[src/rtl/alu_rr_scheduler_if.sv]
// Handshake bundle between two command sources, the shared-ALU scheduler
// and one result consumer.
// Optional: ALU_RR_ZERO_FLAG_EN adds the rsp_zero result flag.
interface alu_rr_scheduler_if #(
    parameter int N = 4
);
    logic [1:0]   req_valid;
    logic [1:0]   req_ready;
    logic [N-1:0] req_a0;
    logic [N-1:0] req_b0;
    logic [2:0]   req_sel0;
    logic [N-1:0] req_a1;
    logic [N-1:0] req_b1;
    logic [2:0]   req_sel1;
    logic         rsp_valid;
    logic         rsp_ready;
    logic [N:0]   rsp_out;
    logic         rsp_id;
`ifdef ALU_RR_ZERO_FLAG_EN
    logic         rsp_zero;
`endif

    // Command sources and result consumer
    modport master (
`ifdef ALU_RR_ZERO_FLAG_EN
        input  rsp_zero,
`endif
        output req_valid, req_a0, req_b0, req_sel0, req_a1, req_b1, req_sel1,
        output rsp_ready,
        input  req_ready, rsp_valid, rsp_out, rsp_id
    );

    // Scheduler side
    modport slave (
`ifdef ALU_RR_ZERO_FLAG_EN
        output rsp_zero,
`endif
        input  req_valid, req_a0, req_b0, req_sel0, req_a1, req_b1, req_sel1,
        input  rsp_ready,
        output req_ready, rsp_valid, rsp_out, rsp_id
    );
endinterface

[src/rtl/alu_rr_scheduler.sv]
// Round-robin scheduler sharing one N-bit ALU between two requesters.
// Results are registered in a one-deep output stage tagged with the
// requester ID. Optional: ALU_RR_ZERO_FLAG_EN adds a registered rsp_zero flag.
module alu_rr_scheduler #(
    parameter int N     = 4,
    parameter int CNT_W = 16
) (
    input  logic               clk,
    input  logic               rst,
    alu_rr_scheduler_if.slave  bus,
    output logic [CNT_W-1:0]   op_count
);

    // Team 8-op ALU; operands zero-extended to N+1 bits, result wraps mod 2^(N+1)
    function automatic logic [N:0] alu_f(input logic [N-1:0] a,
                                         input logic [N-1:0] b,
                                         input logic [2:0]   sel);
        logic [N:0] ax;
        logic [N:0] bx;
        logic [N:0] one;
        ax  = {1'b0, a};
        bx  = {1'b0, b};
        one = {{N{1'b0}}, 1'b1};
        case (sel)
            3'b000:  alu_f = ax + bx;
            3'b001:  alu_f = ax - bx;
            3'b010:  alu_f = ax + one;
            3'b011:  alu_f = ax - one;
            3'b100:  alu_f = ax & bx;
            3'b101:  alu_f = ax | bx;
            3'b110:  alu_f = ax ^ bx;
            3'b111:  alu_f = ~ax;
            default: alu_f = {(N+1){1'b0}};
        endcase
    endfunction

    logic             rsp_valid_q, rsp_valid_d;
    logic [N:0]       rsp_out_q,   rsp_out_d;
    logic             rsp_id_q,    rsp_id_d;
    logic             last_q,      last_d;
    logic [CNT_W-1:0] op_count_q,  op_count_d;
`ifdef ALU_RR_ZERO_FLAG_EN
    logic             rsp_zero_q,  rsp_zero_d;
`endif

    logic [1:0]   grant_s;
    logic         accept_s;
    logic [1:0]   ready_s;
    logic         xfer_s;
    logic [N-1:0] op_a_s;
    logic [N-1:0] op_b_s;
    logic [2:0]   op_sel_s;
    logic [N:0]   alu_res_s;

    // Round-robin grant: a lone requester wins; on contention the one that did not go last wins
    always_comb begin
        grant_s = 2'b00;
        case (bus.req_valid)
            2'b01:   grant_s = 2'b01;
            2'b10:   grant_s = 2'b10;
            2'b11:   grant_s = last_q ? 2'b01 : 2'b10;
            default: grant_s = 2'b00;
        endcase
    end

    // Acceptance when the output stage is empty or drains this cycle; pick the granted operands
    always_comb begin
        accept_s = bus.rsp_ready | ~rsp_valid_q;
        ready_s  = grant_s & {2{accept_s}};
        xfer_s   = |(ready_s & bus.req_valid);
        if (grant_s[1]) begin
            op_a_s   = bus.req_a1;
            op_b_s   = bus.req_b1;
            op_sel_s = bus.req_sel1;
        end else begin
            op_a_s   = bus.req_a0;
            op_b_s   = bus.req_b0;
            op_sel_s = bus.req_sel0;
        end
        alu_res_s = alu_f(op_a_s, op_b_s, op_sel_s);
    end

    // Next state: load on transfer, clear on a plain drain, otherwise hold
    always_comb begin
        rsp_valid_d = rsp_valid_q;
        rsp_out_d   = rsp_out_q;
        rsp_id_d    = rsp_id_q;
        last_d      = last_q;
        op_count_d  = op_count_q;
`ifdef ALU_RR_ZERO_FLAG_EN
        rsp_zero_d  = rsp_zero_q;
`endif
        if (xfer_s) begin
            rsp_valid_d = 1'b1;
            rsp_out_d   = alu_res_s;
            rsp_id_d    = grant_s[1];
            last_d      = grant_s[1];
            op_count_d  = op_count_q + {{(CNT_W-1){1'b0}}, 1'b1};
`ifdef ALU_RR_ZERO_FLAG_EN
            rsp_zero_d  = (alu_res_s == {(N+1){1'b0}});
`endif
        end else if (rsp_valid_q && bus.rsp_ready) begin
            rsp_valid_d = 1'b0;
        end else begin
            rsp_valid_d = rsp_valid_q;
        end
    end

    // State registers; reset discards any held result and restores priority to requester 0
    always_ff @(posedge clk) begin
        if (rst) begin
            rsp_valid_q <= 1'b0;
            rsp_out_q   <= {(N+1){1'b0}};
            rsp_id_q    <= 1'b0;
            last_q      <= 1'b1;
            op_count_q  <= {CNT_W{1'b0}};
`ifdef ALU_RR_ZERO_FLAG_EN
            rsp_zero_q  <= 1'b0;
`endif
        end else begin
            rsp_valid_q <= rsp_valid_d;
            rsp_out_q   <= rsp_out_d;
            rsp_id_q    <= rsp_id_d;
            last_q      <= last_d;
            op_count_q  <= op_count_d;
`ifdef ALU_RR_ZERO_FLAG_EN
            rsp_zero_q  <= rsp_zero_d;
`endif
        end
    end

    assign bus.req_ready = ready_s;
    assign bus.rsp_valid = rsp_valid_q;
    assign bus.rsp_out   = rsp_out_q;
    assign bus.rsp_id    = rsp_id_q;
    assign op_count      = op_count_q;
`ifdef ALU_RR_ZERO_FLAG_EN
    assign bus.rsp_zero  = rsp_zero_q;
`endif

endmodule

[src/flat_wrapper.sv]
// flat-port wrapper written by rule: the top's interface ports become plain ports
module alu_rr_scheduler_flat 
#(
    parameter int N     = 4,
    parameter int CNT_W = 16
)
  (clk, rst, op_count, bus_req_valid, bus_req_a0, bus_req_b0, bus_req_sel0, bus_req_a1, bus_req_b1, bus_req_sel1, bus_rsp_ready, bus_req_ready, bus_rsp_valid, bus_rsp_out, bus_rsp_id);
  alu_rr_scheduler_if #(.N(N)) bus_i ();
  input  logic clk;
  input  logic rst;
  output logic [CNT_W-1:0] op_count;
  input wire logic [$bits(bus_i.req_valid)-1:0] bus_req_valid;
  input wire logic [$bits(bus_i.req_a0)-1:0] bus_req_a0;
  input wire logic [$bits(bus_i.req_b0)-1:0] bus_req_b0;
  input wire logic [$bits(bus_i.req_sel0)-1:0] bus_req_sel0;
  input wire logic [$bits(bus_i.req_a1)-1:0] bus_req_a1;
  input wire logic [$bits(bus_i.req_b1)-1:0] bus_req_b1;
  input wire logic [$bits(bus_i.req_sel1)-1:0] bus_req_sel1;
  input wire logic [$bits(bus_i.rsp_ready)-1:0] bus_rsp_ready;
  output wire logic [$bits(bus_i.req_ready)-1:0] bus_req_ready;
  output wire logic [$bits(bus_i.rsp_valid)-1:0] bus_rsp_valid;
  output wire logic [$bits(bus_i.rsp_out)-1:0] bus_rsp_out;
  output wire logic [$bits(bus_i.rsp_id)-1:0] bus_rsp_id;
  assign bus_i.req_valid = bus_req_valid;
  assign bus_i.req_a0 = bus_req_a0;
  assign bus_i.req_b0 = bus_req_b0;
  assign bus_i.req_sel0 = bus_req_sel0;
  assign bus_i.req_a1 = bus_req_a1;
  assign bus_i.req_b1 = bus_req_b1;
  assign bus_i.req_sel1 = bus_req_sel1;
  assign bus_i.rsp_ready = bus_rsp_ready;
  assign bus_req_ready = bus_i.req_ready;
  assign bus_rsp_valid = bus_i.rsp_valid;
  assign bus_rsp_out = bus_i.rsp_out;
  assign bus_rsp_id = bus_i.rsp_id;
  alu_rr_scheduler #(.N(N), .CNT_W(CNT_W)) u_core (.clk(clk), .rst(rst), .bus(bus_i), .op_count(op_count));
endmodule
[config.mk]
export PLATFORM = sky130hd
export DESIGN_NAME = alu_rr_scheduler_flat
export DESIGN_NICKNAME = d
export VERILOG_FILES = /design/src/rtl/alu_rr_scheduler_if.sv /design/src/rtl/alu_rr_scheduler.sv /design/src/flat_wrapper.sv
export SDC_FILE = /design/constraint.sdc
export NUM_CORES = 1
export LEC_CHECK = 0
export ABC_AREA = 1
export CORE_MARGIN = 10
export CORE_UTILIZATION = 52
export DETAILED_ROUTE_END_ITERATION = 16
export PLACE_DENSITY_LB_ADDON = 0.08
export SYNTH_ARGS = -nofsm -noshare
export SYNTH_HDL_FRONTEND = slang
export SYNTH_SLANG_ARGS = --single-unit
[constraint.sdc]
create_clock -name clk -period 6.65 [get_ports clk]
set_input_delay 1.33 -clock clk [delete_from_list [all_inputs] [get_ports clk]]
set_output_delay 1.33 -clock clk [all_outputs]
set_load 0.01 [all_outputs]
==> impl.org <==
** Outcome
- The flow ran to the end, and the final reports show no timing, DRC or antenna violations.

** Synth
- Counting flops and latches in the post-synthesis netlist gives 24.
- After technology mapping, the gate count stands at 298.
- Async set or reset register ratio after synthesis :: 0%
- The mapped netlist covers 1910 um2.
- Synthesized net count :: 340
- Yosys warnings :: 0
- The netlist uses 36 different library cells.
- Mapped Avg Cell Area :: 6.40 um2
- Post-synth EDFFs :: 0
- For this run, the leading register cell type out of synthesis is sky130_fd_sc_hd__dfxtp_1.
- Share of the yosys chip area belonging to registers :: 25.2%

** Timing
- For the pin with the worst max-slew slack, the measured transition is 0.562 ns.
- Highest attainable clock frequency :: 0.228 GHz
- After layout, the worst path uses 66.0% of the clock period.
- The total count of hold-check failures in the final report is 0.
- Final setup violation count :: 0
- Worst-case clock skew :: 0.00947 ns
- Measured against its own limit, the worst slew margin works out to 62.1%.
- Unrepaired setup endpoints after global routing :: no
- Summed over all failing endpoints, the final setup total negative slack is 0 ns.
- For the finished layout, the period the worst path requires is 4.39 ns.
- The final-report max-slew violation count is 0.

** Die
- The floorplan step set the die width to 80.6 um.
- The initial utilization of the core area, before any placement, comes to 55.4%.
- In this run the vertical extent of the chip is 80.6 um.
- Core Area :: 3440 um2
- Ports placed on the boundary :: 52
- Die area :: 6490 um2
- The floorplan has 21 rows.

** Clocking
- H-tree depth :: 1
- Post-CTS timing repair inserted 0 buffers for setup.
- After clock tree synthesis, the clock-pin slew on the worst setup and hold paths is 0.08 ns.
- Max Root-Sink Buffers :: 2
- Once the clock tree was built, the resizer swapped 0 gates to a different size.
- Clk Latency, worst-skew pair :: 0.27 ns
- Number of sinks handled by clock tree synthesis :: 24
- TritonCTS created 3 clock buffers.
- CTS placed an instance of sky130_fd_sc_hd__clkbuf_8 at the clock tree root.
- The number of hold buffers added after CTS was 0.
- TritonCTS built the clock tree.

** GRT
- In this run the most used layer during global routing was met2.
- Fraction of met3 tracks used by global routing :: 5.79%
- The first global-routing pass estimated 8.02 mm of wire.
- Global routing consumed, over all layers together, 14.9% of the routing resources.
- For this run the aggregate overflow at the end of global routing stands at 0.
- Met1 Track Usage GR :: 17.8%
- Via count of the first global-routing pass :: 1828
- Entering global routing, the biggest net connects 19 pins.
- Antenna violations before repair :: 0
- GRT met2 Usage :: 24.6%

** Setup path
- Worst-path fanout max :: 18
- STA classifies the critical path startpoint as a primary input.
- Arrival time at the worst endpoint :: 3.06 ns
- Critical path type :: primary input to output port
- STA classifies the critical path endpoint as an output port.
- For the worst setup path, the data required time is 5.32 ns.
- Cells traversed along the worst timing path :: clkdlybuf4s50_1, inv_1, a21oi_4, nand2_2, inv_1, clkdlybuf4s50_1
- On the critical path, the stage with the largest delay is an instance of sky130_fd_sc_hd__clkdlybuf4s50_1.
- In this design, the stage delay of the slowest critical-path cell is 0.55 ns.

** Cells and area
- The post-route netlist has 5.16% of its cells at a drive strength greater than 1.
- Core occupancy in the finished layout :: 73.4%
- Growth of design area from synthesis to finish :: 32.4%
- Most used cells in the layout excluding fill and tap cells :: 76 x sky130_fd_sc_hd__nand2_1, 55 x sky130_fd_sc_hd__inv_1, 51 x sky130_fd_sc_hd__clkdlybuf4s50_1
- Leaving out fill and tap cells, the most frequent cell in the layout is sky130_fd_sc_hd__nand2_1.
- Number of inserted filler cells in the final layout :: 291
- Antenna cells :: 0
- For this run, the post-layout net count is 392.

** Routing
- 1st-pass router iterations :: 4
- Detailed routing inserted a total of 1983 vias.
- In the final routed layout, each cell accounts on average for 12.4 um.
- Final Routed Wirelength :: 4.88 mm
- Post-detailed-route DRC marker count :: 0
- In this run the remaining antenna-violating nets after routing total 0.
- Via/cell ratio :: 5.02
- The detailed router finished its first iteration with 117 violations.

** Place
- Once detailed placement completed, the half-perimeter wirelength came to 3.84 mm.
- During placement, the flow inserted port buffers numbering 51.
- Gpl congestion :: 0.876

** Power
- The clock network burns 29.0% of the power.
- Portion of total power attributed to sequential cells :: 35.6%
- Leakage power summed over all cells :: 0.00118 uW
- Switching power :: 142 uW
- Fraction of power consumed by combinational cells :: 35.4%
- Power spread over the standard cell area amounts to 176 nW/um2.
- Internal power consumption :: 302 uW
- Of the total power, the share spent switching nets is 32.0%.
- Worst supply voltage drop on vdd :: 0.000127 V

** Min path
- Path type of the worst min-delay path :: register to register

** Job
- # Max-Cap Violations :: 0
-- cell type report --
cell class                      instances  area (um2)  share of cell area (%)
Tap cell                               46        57.6                    2.28
Inverter                               56         210                    8.32
Clock buffer                            3        41.3                    1.63
Timing Repair Buffer                   51         510                    20.2
Multi-Input combinational cell        214        1200                    47.4
Sequential cell                        24         480                    19.0
Clock inverter                          1        30.0                    1.19
-- synth_stat cells (2+ instances only) --
master / count / share of area [%]
sky130_fd_sc_hd__ha_1: 14 / 9.2
sky130_fd_sc_hd__o22ai_1: 3 / 0.98
sky130_fd_sc_hd__a21oi_1: 15 / 3.9
sky130_fd_sc_hd__nand4_1: 10 / 3.3
sky130_fd_sc_hd__nand2_1: 76 / 15
sky130_fd_sc_hd__xor2_1: 3 / 1.4
sky130_fd_sc_hd__nand3_1: 23 / 6.0
sky130_fd_sc_hd__nor2_1: 23 / 4.5
sky130_fd_sc_hd__nand3b_1: 3 / 1.2
sky130_fd_sc_hd__a31oi_1: 2 / 0.66
sky130_fd_sc_hd__nor2_4: 2 / 1.2
sky130_fd_sc_hd__o21ai_0: 11 / 2.9
sky130_fd_sc_hd__o21a_1: 4 / 1.6
sky130_fd_sc_hd__inv_1: 55 / 11
sky130_fd_sc_hd__nor3_1: 4 / 1.0
sky130_fd_sc_hd__dfxtp_1: 24 / 25
sky130_fd_sc_hd__xnor2_1: 2 / 0.92
sky130_fd_sc_hd__buf_2: 2 / 0.52
sky130_fd_sc_hd__nand2_2: 5 / 1.6
-- critical path: cells and delay by family --
family,cells,cell delay [ns]
compound gates,1,0.36
buf+inv,4,1.22
simple gates,1,0.16
-- through the flow --
| stage | instance area, um2 | instances | power [uW] | worst slack [ns] | hold slack, ns |
|---|---|---|---|---|---|
| CTS | 2530 | 395 | 445 | 2.24 | 0.467 |
| global placement | 2450 | 391 | 314 | 2.28 | 0.447 |
| finish | 2530 | 395 | 444 | 2.26 | 0.482 |
| floorplan | 1910 | 298 | 262 | 3.25 | 0.476 |
| global route | 2530 | 395 | 473 | 2.16 | 0.490 |
| detailed placement | 2450 | 391 | 317 | 2.24 | 0.455 |
-- state kept, by name (all words and copies together) (netlist names) --
register,cells
u_core.op_count,16
u_core.bus.rsp_out,5
u_core.bus.rsp_id,1
u_core.bus.rsp_valid,1
u_core.last_q,1
-- path summary, 6_finish.rpt --
kind	start	slack, ns	depth (start not counted)	end
worst max register to register	u_core.last_q	3.89	12	u_core.bus.rsp_out[4]
worst min register to register	u_core.op_count[12]	0.48	2	u_core.op_count[12]
worst max-delay path	bus_req_valid[1]	2.26	6	bus_req_ready[1]
worst min-delay path	u_core.op_count[12]	0.48	2	u_core.op_count[12]
-- cell families (layout without fill, tap and decap cells) --
group                      Yosys count  count (layout)  synth area share, %
adders and majority gates           15              15                 10.2
buffers and inverters               60             111                 12.1
xor gates and xnor gates             5               5                 2.30
and+or+nand+nor                    152             152                 37.0
DFF                                 24              24                 25.2
AOI/OAI and AO/OA                   42              42                 13.2
-- power groups by stage --
stage / registers (uW) / logic, uW / clock network [uW]
global placement: 161 / 152 / 0
CTS: 158 / 157 / 129
global route: 159 / 179 / 135
finish: 158 / 157 / 129
detailed placement: 161 / 155 / 0
floorplan: 164 / 97.6 / 0
-- per-layer routing --
metal  wire length (um)  up-vias
met4                 19        0
met1               2240      866
met5                  0        -
met2               2160       59
met3                458        2
li1                   -     1056
(Power assumes the default switching activity.)
